$ cat src/rtl/sw_pkg.sv
// Shared constants for the slide-switch debouncer.
package sw_pkg;

  localparam int WIDTH_DEF      = 2;
  localparam int CLK_FREQ       = 125_000_000;
  // 10 ms stable period at the nominal clock
  localparam int DEB_CYCLES_DEF = CLK_FREQ / 100;
  localparam int CNT_W          = 21;

  function automatic int cnt_width(input int n);
    return (n > 1) ? $clog2(n) : 1;
  endfunction

endpackage

$ cat src/rtl/sw_debounce_if.sv
// Switch-side bundle: raw levels in, debounced levels and status out.
interface sw_debounce_if import sw_pkg::*; #(
  parameter int WIDTH = WIDTH_DEF
);

  logic [WIDTH-1:0] SW_IN;
  logic [WIDTH-1:0] SW;
  logic             SW_CHG;
  logic             SW_VALID;

  modport master (output SW_IN, input SW, input SW_CHG, input SW_VALID);
  modport slave  (input SW_IN, output SW, output SW_CHG, output SW_VALID);

endinterface

$ cat src/rtl/debounce_bit.sv
// One switch channel: two-flop synchronizer, stability counter and output flop.
module debounce_bit import sw_pkg::*; #(
  parameter int DEB_CYCLES = DEB_CYCLES_DEF
) (
  input  logic CLK,
  input  logic RST,
  input  logic sw_in,
  output logic sw,
  output logic chg
);

  localparam int            CW       = cnt_width(DEB_CYCLES);
  localparam logic [CW-1:0] CNT_LAST = CW'(DEB_CYCLES - 1);

  logic          s1;
  logic          s2;
  logic [CW-1:0] cnt;

  // Any agreement with the current output restarts the stable period.
  always_ff @(posedge CLK) begin
    if (RST) begin
      s1  <= 1'b0;
      s2  <= 1'b0;
      sw  <= 1'b0;
      cnt <= '0;
    end else begin
      s1 <= sw_in;
      s2 <= s1;
      if (s2 == sw) begin
        cnt <= '0;
      end else if (cnt == CNT_LAST) begin
        sw  <= s2;
        cnt <= '0;
      end else begin
        cnt <= cnt + 1'b1;
      end
    end
  end

  // Strobe on the expiry edge; registered by the parent with the other channels.
  assign chg = (s2 != sw) && (cnt == CNT_LAST);

endmodule

$ cat src/rtl/sw_debounce.sv
// Multi-channel switch debouncer with change pulse and post-reset valid flag.
module sw_debounce import sw_pkg::*; #(
  parameter int WIDTH      = WIDTH_DEF,
  parameter int DEB_CYCLES = DEB_CYCLES_DEF
) (
  input  logic          CLK,
  input  logic          RST,
  sw_debounce_if.slave  bus
);

  localparam int            VW       = cnt_width(DEB_CYCLES + 2);
  localparam logic [VW-1:0] VLD_LAST = VW'(DEB_CYCLES + 1);

  logic [WIDTH-1:0] sw_q;
  logic [WIDTH-1:0] chg;
  logic             sw_chg;
  logic             sw_valid;
  logic [VW-1:0]    vcnt;

  for (genvar i = 0; i < WIDTH; i++) begin : g_ch
    debounce_bit #(
      .DEB_CYCLES (DEB_CYCLES)
    ) u_bit (
      .CLK   (CLK),
      .RST   (RST),
      .sw_in (bus.SW_IN[i]),
      .sw    (sw_q[i]),
      .chg   (chg[i])
    );
  end

  // Simultaneous channel updates merge into a single pulse aligned with SW.
  always_ff @(posedge CLK) begin
    if (RST) begin
      sw_chg <= 1'b0;
    end else begin
      sw_chg <= |chg;
    end
  end

  // Valid once a full synchronize-and-debounce latency has elapsed.
  always_ff @(posedge CLK) begin
    if (RST) begin
      vcnt     <= '0;
      sw_valid <= 1'b0;
    end else if (!sw_valid) begin
      if (vcnt == VLD_LAST) begin
        sw_valid <= 1'b1;
      end else begin
        vcnt <= vcnt + 1'b1;
      end
    end
  end

  assign bus.SW       = sw_q;
  assign bus.SW_CHG   = sw_chg;
  assign bus.SW_VALID = sw_valid;

endmodule

$ cat src/flat_wrapper.sv
// flat-port wrapper written by rule: the top's interface ports become plain ports
module sw_debounce_flat import sw_pkg::*;
#(
  parameter int WIDTH      = WIDTH_DEF,
  parameter int DEB_CYCLES = DEB_CYCLES_DEF
)
  (CLK, RST, bus_SW_IN, bus_SW, bus_SW_CHG, bus_SW_VALID);
  sw_debounce_if #(.WIDTH(WIDTH)) bus_i ();
  input  logic CLK;
  input  logic RST;
  input wire logic [$bits(bus_i.SW_IN)-1:0] bus_SW_IN;
  output wire logic [$bits(bus_i.SW)-1:0] bus_SW;
  output wire logic [$bits(bus_i.SW_CHG)-1:0] bus_SW_CHG;
  output wire logic [$bits(bus_i.SW_VALID)-1:0] bus_SW_VALID;
  assign bus_i.SW_IN = bus_SW_IN;
  assign bus_SW = bus_i.SW;
  assign bus_SW_CHG = bus_i.SW_CHG;
  assign bus_SW_VALID = bus_i.SW_VALID;
  sw_debounce #(.WIDTH(WIDTH), .DEB_CYCLES(DEB_CYCLES)) u_core (.CLK(CLK), .RST(RST), .bus(bus_i));
endmodule
$ cat config.mk
export PLATFORM = sky130hd
export DESIGN_NAME = sw_debounce_flat
export DESIGN_NICKNAME = d
export VERILOG_FILES = /design/src/rtl/sw_pkg.sv /design/src/rtl/sw_debounce_if.sv /design/src/rtl/debounce_bit.sv /design/src/rtl/sw_debounce.sv /design/src/flat_wrapper.sv
export SDC_FILE = /design/constraint.sdc
export NUM_CORES = 1
export LEC_CHECK = 0
export ABC_AREA = 1
export BUFFER_PORTS_ARGS = -buffer_cell sky130_fd_sc_hd__buf_2
export CORE_MARGIN = 1.5
export CORE_UTILIZATION = 38
export DETAILED_ROUTE_END_ITERATION = 8
export PLACE_DENSITY = 0.63
export SLEW_MARGIN = 10
export SYNTH_ARGS = -nofsm -noshare
export SYNTH_HDL_FRONTEND = slang
export SYNTH_SLANG_ARGS = --single-unit
$ cat constraint.sdc
create_clock -name CLK -period 2.6 [get_ports CLK]
set_input_delay 0.13 -clock CLK [delete_from_list [all_inputs] [get_ports CLK]]
set_output_delay 0.13 -clock CLK [all_outputs]
set_load 0.05 [all_outputs]
# After elaboration in Yosys (flattened, before gate mapping)
# Index checks and enable logic that the tools add are counted.
# word_totals
output_inout_bits,4
rom_bits,0
latchBits,0
reg_bits,71
n_memories,0
input_bits,4
word_cells,35
ramBits,0
# op_classes
add_sub_neg,3
div,0
n_mul,0
n_eq_ne,7
n_shift,0
mux,2
reduce_logical,8
magnitude_cmp,0
bitwise,4
# op_table
cell,n
adder 21 x 1 -> 21 bit (second input constant),3
equality test 21 bit (second input constant),3
AND reduction 2 bit,3
OR reduction 3 bit,2
NOT 1 bit,4
equality test 1 bit,2
logical AND 1 bit,2
two-way mux 1 bit,2
!= test 1 bit,2
OR reduction 2 bit,1

# Logic depth before layout (Yosys ltp)
# depth
word_depth,3
mapped_depth,11
ltp_nobuf,10

# Modules after synthesis
# Synthesis repeated with hierarchy kept, for this count alone.
# unflattened
hier_cells,587
area_unflattened_um2,3988.8
# modules_own_cells
module,seq_area_each_um2,n_inst,area_each_um2,cells_each
debounce_bit,480.5,2,1257.5,184
sw_debounce,460.4,1,1473.9,219

# Least setup slack after synthesis
# Ideal clock, no wire load.
# synth_timing
kind,register to register
from,reg u_core.g_ch[0].u_bit.cnt[0]
to,reg u_core.g_ch[0].u_bit.cnt[12]
stages_incl_launch_ff,10
setup_slack_ps,1138
synth_period_minus_slack_ps,1462
setup_ps,122
n_path_buf,1
t_arrival_ps,1341
required_time_ps,2478
path_cell_list,dfxtp_1 -> ha_1 -> nand2_1 -> nor2_4 -> inv_2 -> nor2_2 -> nand3_1 -> nand2_1 -> buf_4 -> a21oi_1
# synth_via
elab_chain_len,2
elab_cells_between_ends,3
cone_classes,add/sub (1); eq/ne (1); reduce/logical (1)
# synth_lines
element,line_no,rtl
from (decl),debounce_bit.sv:17,logic [CW-1:0] cnt;
from (signal assigned),debounce_bit.sv:35,cnt <= cnt + 1'b1;
"parallel branches: the longest is 2 deep, another holds adder 21 x 1 -> 21 bit",n/a,
# Parallel ways; which one is timed is not known.
# A chain may end at the register's enable or synchronous reset.

# Worst setup path after layout
# Same ends and word-level chain as after synthesis.

==> results.sh <==
export IMPL_status="finished, final reports clean"
export IMPL_post_synth_cell_area_avg_um2=6.856
export IMPL_ys_seq_elements=71
export IMPL_post_synth_top_flop="dfxtp_1"
export IMPL_worst_setup_path_type="register to register"
export IMPL_route_final_wire_length_um=7787
export IMPL_cts_setup_buffers=0
export IMPL_cells_along_the_critical_path="ha_1, nand2_1, nor2_4, inv_2, nor2_2, nand3_1, nand2_1, buf_4, a21oi_1"
export IMPL_floorplan_io_pins=8
export IMPL_grt_setup_unrepaired="false"
export IMPL_clk_root_buffer_cell="clkbuf_8"
export IMPL_post_dp_hpwl_um=5730
export IMPL_total_leakage_power_nw=1.323
export IMPL_detailedRoute_firstPassIterationCount=4
export IMPL_count_leader_synth="nand2_1"
export IMPL_max_cap_violations=0
export IMPL_remaining_drc_errors=0
export IMPL_post_place_cells=687
export IMPL_die_area_mm2=0.01066
export IMPL_slew_headroom=0.6244
export IMPL_detailroute_via_count=3375
export IMPL_cp_slowest_cell="dfxtp_1"
export IMPL_area_delta_synth_final_pct=9.076
export IMPL_cp_arrival_ns=2.16
export IMPL_synth_edff_count=0
export IMPL_min_clock_period_post_route_ns=1.921
export IMPL_grt_usage=0.1615
export IMPL_vias_per_cell=4.787
export IMPL_layout_filler_cells=1019
export IMPL_cts_max_level=3
export IMPL_first_global_vias=3155
export IMPL_floorplan_initialDensity=0.3907
export IMPL_critical_path_max_stage_delay_ns=0.36
export IMPL_cts_buffers=9
export IMPL_placeableCoreArea_mm2=0.009774
export IMPL_post_synth_instance_area_mm2=0.003819
export IMPL_setup_worst_path_end_class="register"
export IMPL_clock_insertion_delay_worst_skew_ns=0.35
export IMPL_synth_yosys_warnings=0
export IMPL_die_w_um=103.2
export IMPL_timing_final_crit_share=0.7388
export IMPL_critPathLaunchType="register"
export IMPL_drtIter0Drc=117
export IMPL_hold_violations=0
export IMPL_syn_num_nets=565
export IMPL_clock_skew_ns=0.009021
export IMPL_clock_pin_slew_on_the_worst_setup_and_hold_paths_ns=0.08
export IMPL_fmax_mhz=520.6
export IMPL_detail_route_wl_per_cell_um=11.05
export IMPL_worst_slew_pin_slew_ns=0.5621
export IMPL_post_synth_inst_count=557
export IMPL_io_buffers=7
export IMPL_synth_yosys_seq_area_share=0.3722
export IMPL_ir_worst_vdd_mv=0.2890
export IMPL_synthArstFlopShare=0
export IMPL_most_frequent_cell_on_the_critical_path="nand2_1"
export IMPL_ff_latch_area_mm2=0.001421
export IMPL_netlist_top_cells_count="nand2_1, nor2_1, dfxtp_1, inv_1, nand3_1"
export IMPL_min_delay_path_class="input pin to register"
export IMPL_critPathMaxFanout=12
export IMPL_tritoncts="yes"
export IMPL_slew_violations=0
export IMPL_report_final_setup_viol=0
export IMPL_ff2ff_setup_slack_ns=0.68
export IMPL_library_cell_with_the_largest_summed_area_after_synthesis="dfxtp_1"
export IMPL_power_per_cell_area_mw_per_mm2=495.7
export IMPL_final_nets=575
export IMPL_cts_max_path_buffers=2
export IMPL_synth_top_cells_by_area="dfxtp_1, nand2_1, nor2_1, inv_1, nand3_1"
export IMPL_die_height_um=103.2
export IMPL_fin_cells=705
export IMPL_antenna_found_initial=0
export IMPL_fp_row_count=36
export IMPL_antenna_cells_inserted=0
export IMPL_synth_cell_type_count=30
export IMPL_gp_congestion=0.8939
export IMPL_postRouteAntennaNets=0
export IMPL_drive_gt1_frac=0.1189
export IMPL_clock_sinks=71
export IMPL_multiInputGateArea_mm2=0.002054
export IMPL_grt_first_pass_wirelength_um=13700
export IMPL_grt_overflow_total=0
export IMPL_worst_ep_required_time_ns=2.84
export IMPL_setup_tns_final_ns=0
export IMPL_synth_top_cell_area_share=0.3722
export IMPL_maximum_number_of_pins_on_one_net_before_global_route_repair=25
[logic make-up (layout without fill, tap and decap cells)]
group	count (synthesis)	after routing	synth area share
simple gates	334	334	0.3961
flops	71	71	0.3722
xor+xnor	26	26	0.05963
fa+ha+maj	4	4	0.01311
buf+inv	77	92	0.08978
compound gates	45	45	0.06913
[what timing repair did]
item                      4_1_cts  5_1_grt
hold endpoints to repair        2        0
gates resized for setup         0        0
hold buffers                    2        0
[cells in the final DEF (no fill, tap or decap), types with 2 or more instances in the layout]
cell           instances
xnor2_1                8
nor2_1                87
nand2_1              137
xor2_1                18
nand4_1               14
nand3b_1               6
dlygate4sd3_1          2
o21ai_0                7
nor3_1                17
inv_6                  2
nand2_2                7
clkbuf_8              10
nand3_1               41
dfxtp_1               71
buf_4                  3
inv_1                 62
nor2_4                 2
a21oi_1               27
nor3_2                 2
nor2_2                15
clkinvlp_4             2
ha_1                   4
inv_2                  2
or2_0                  2
a21oi_2               10
buf_2                  7
[registers in the layout, indices dropped and copies added, names as in the netlist]
register and flops:
u_core.g_ch.u_bit.s2 2, u_core.g_ch.u_bit.cnt 42, u_core.g_ch.u_bit.sw 2, u_core.bus.SW_CHG 1
u_core.bus.SW_VALID 1, u_core.g_ch.u_bit.s1 2, u_core.vcnt 21
[worst max-delay path: cells and delay by family, from the launching register on]
family / cells / cell delay, ns
and+or+nand+nor: 5 / 0.83
AOI/OAI and AO/OA: 1 / 0.06
buffers and inverters: 2 / 0.32
adders and majority gates: 1 / 0.24
DFF: 1 / 0.36
[cell type report]
class,count,area share
multi-input cells,409,0.4932
flip-flops and latches,71,0.3412
inverters,64,0.05767
well taps,133,0.03995
clock buffers,10,0.03304
repair buffers,12,0.01862
clock inverters,6,0.01622
[where the power goes]
group          switching, mW  total (mW)  leakage [nW]  internal [mW]
Sequential           0.00906        1.10         0.573           1.09
Clock                  0.444       0.918        0.0993          0.474
Combinational         0.0269      0.0432         0.651         0.0163
Total                  0.480        2.06          1.32           1.58
[metrics by stage]
step                      total power, mW  worst slack [ns]  cell area, um^2  hold slack [ns]    util
after floorplan                     1.160             1.138             3819           0.1991       -
after global placement              1.169            0.7762             3940           0.3355  0.4031
after detailed placement            1.170            0.6870             3940           0.3415  0.4031
after CTS                           2.102            0.6759             4165          0.07468  0.4261
after global routing                2.151            0.4720             4165          0.09311  0.4261
final                               2.065            0.6792             4165          0.08668  0.4261
[per-layer routing]
metal / routed length, um / up-vias / part of all wire / track usage
li1: - / 1777 / - / -
met1: 3772 / 1541 / 0.48 / 0.2038
met2: 3673 / 49 / 0.47 / 0.2606
met3: 249 / 8 / 0.032 / 0.04503
met4: 93 / 0 / 0.012 / 0.06653
met5: 0 / - / 0 / 0
[final timing paths]
check                         startpoint                            to  depth (start not counted)
min                                  RST               u_core.vcnt[12]                          2
max reg2reg  u_core.g_ch[0].u_bit.cnt[0]  u_core.g_ch[0].u_bit.cnt[12]                          9
max          u_core.g_ch[0].u_bit.cnt[0]  u_core.g_ch[0].u_bit.cnt[12]                          9
min reg2reg      u_core.g_ch[1].u_bit.s1       u_core.g_ch[1].u_bit.s2                          2
No activity file was read; power rests on OpenSTA's default activity.
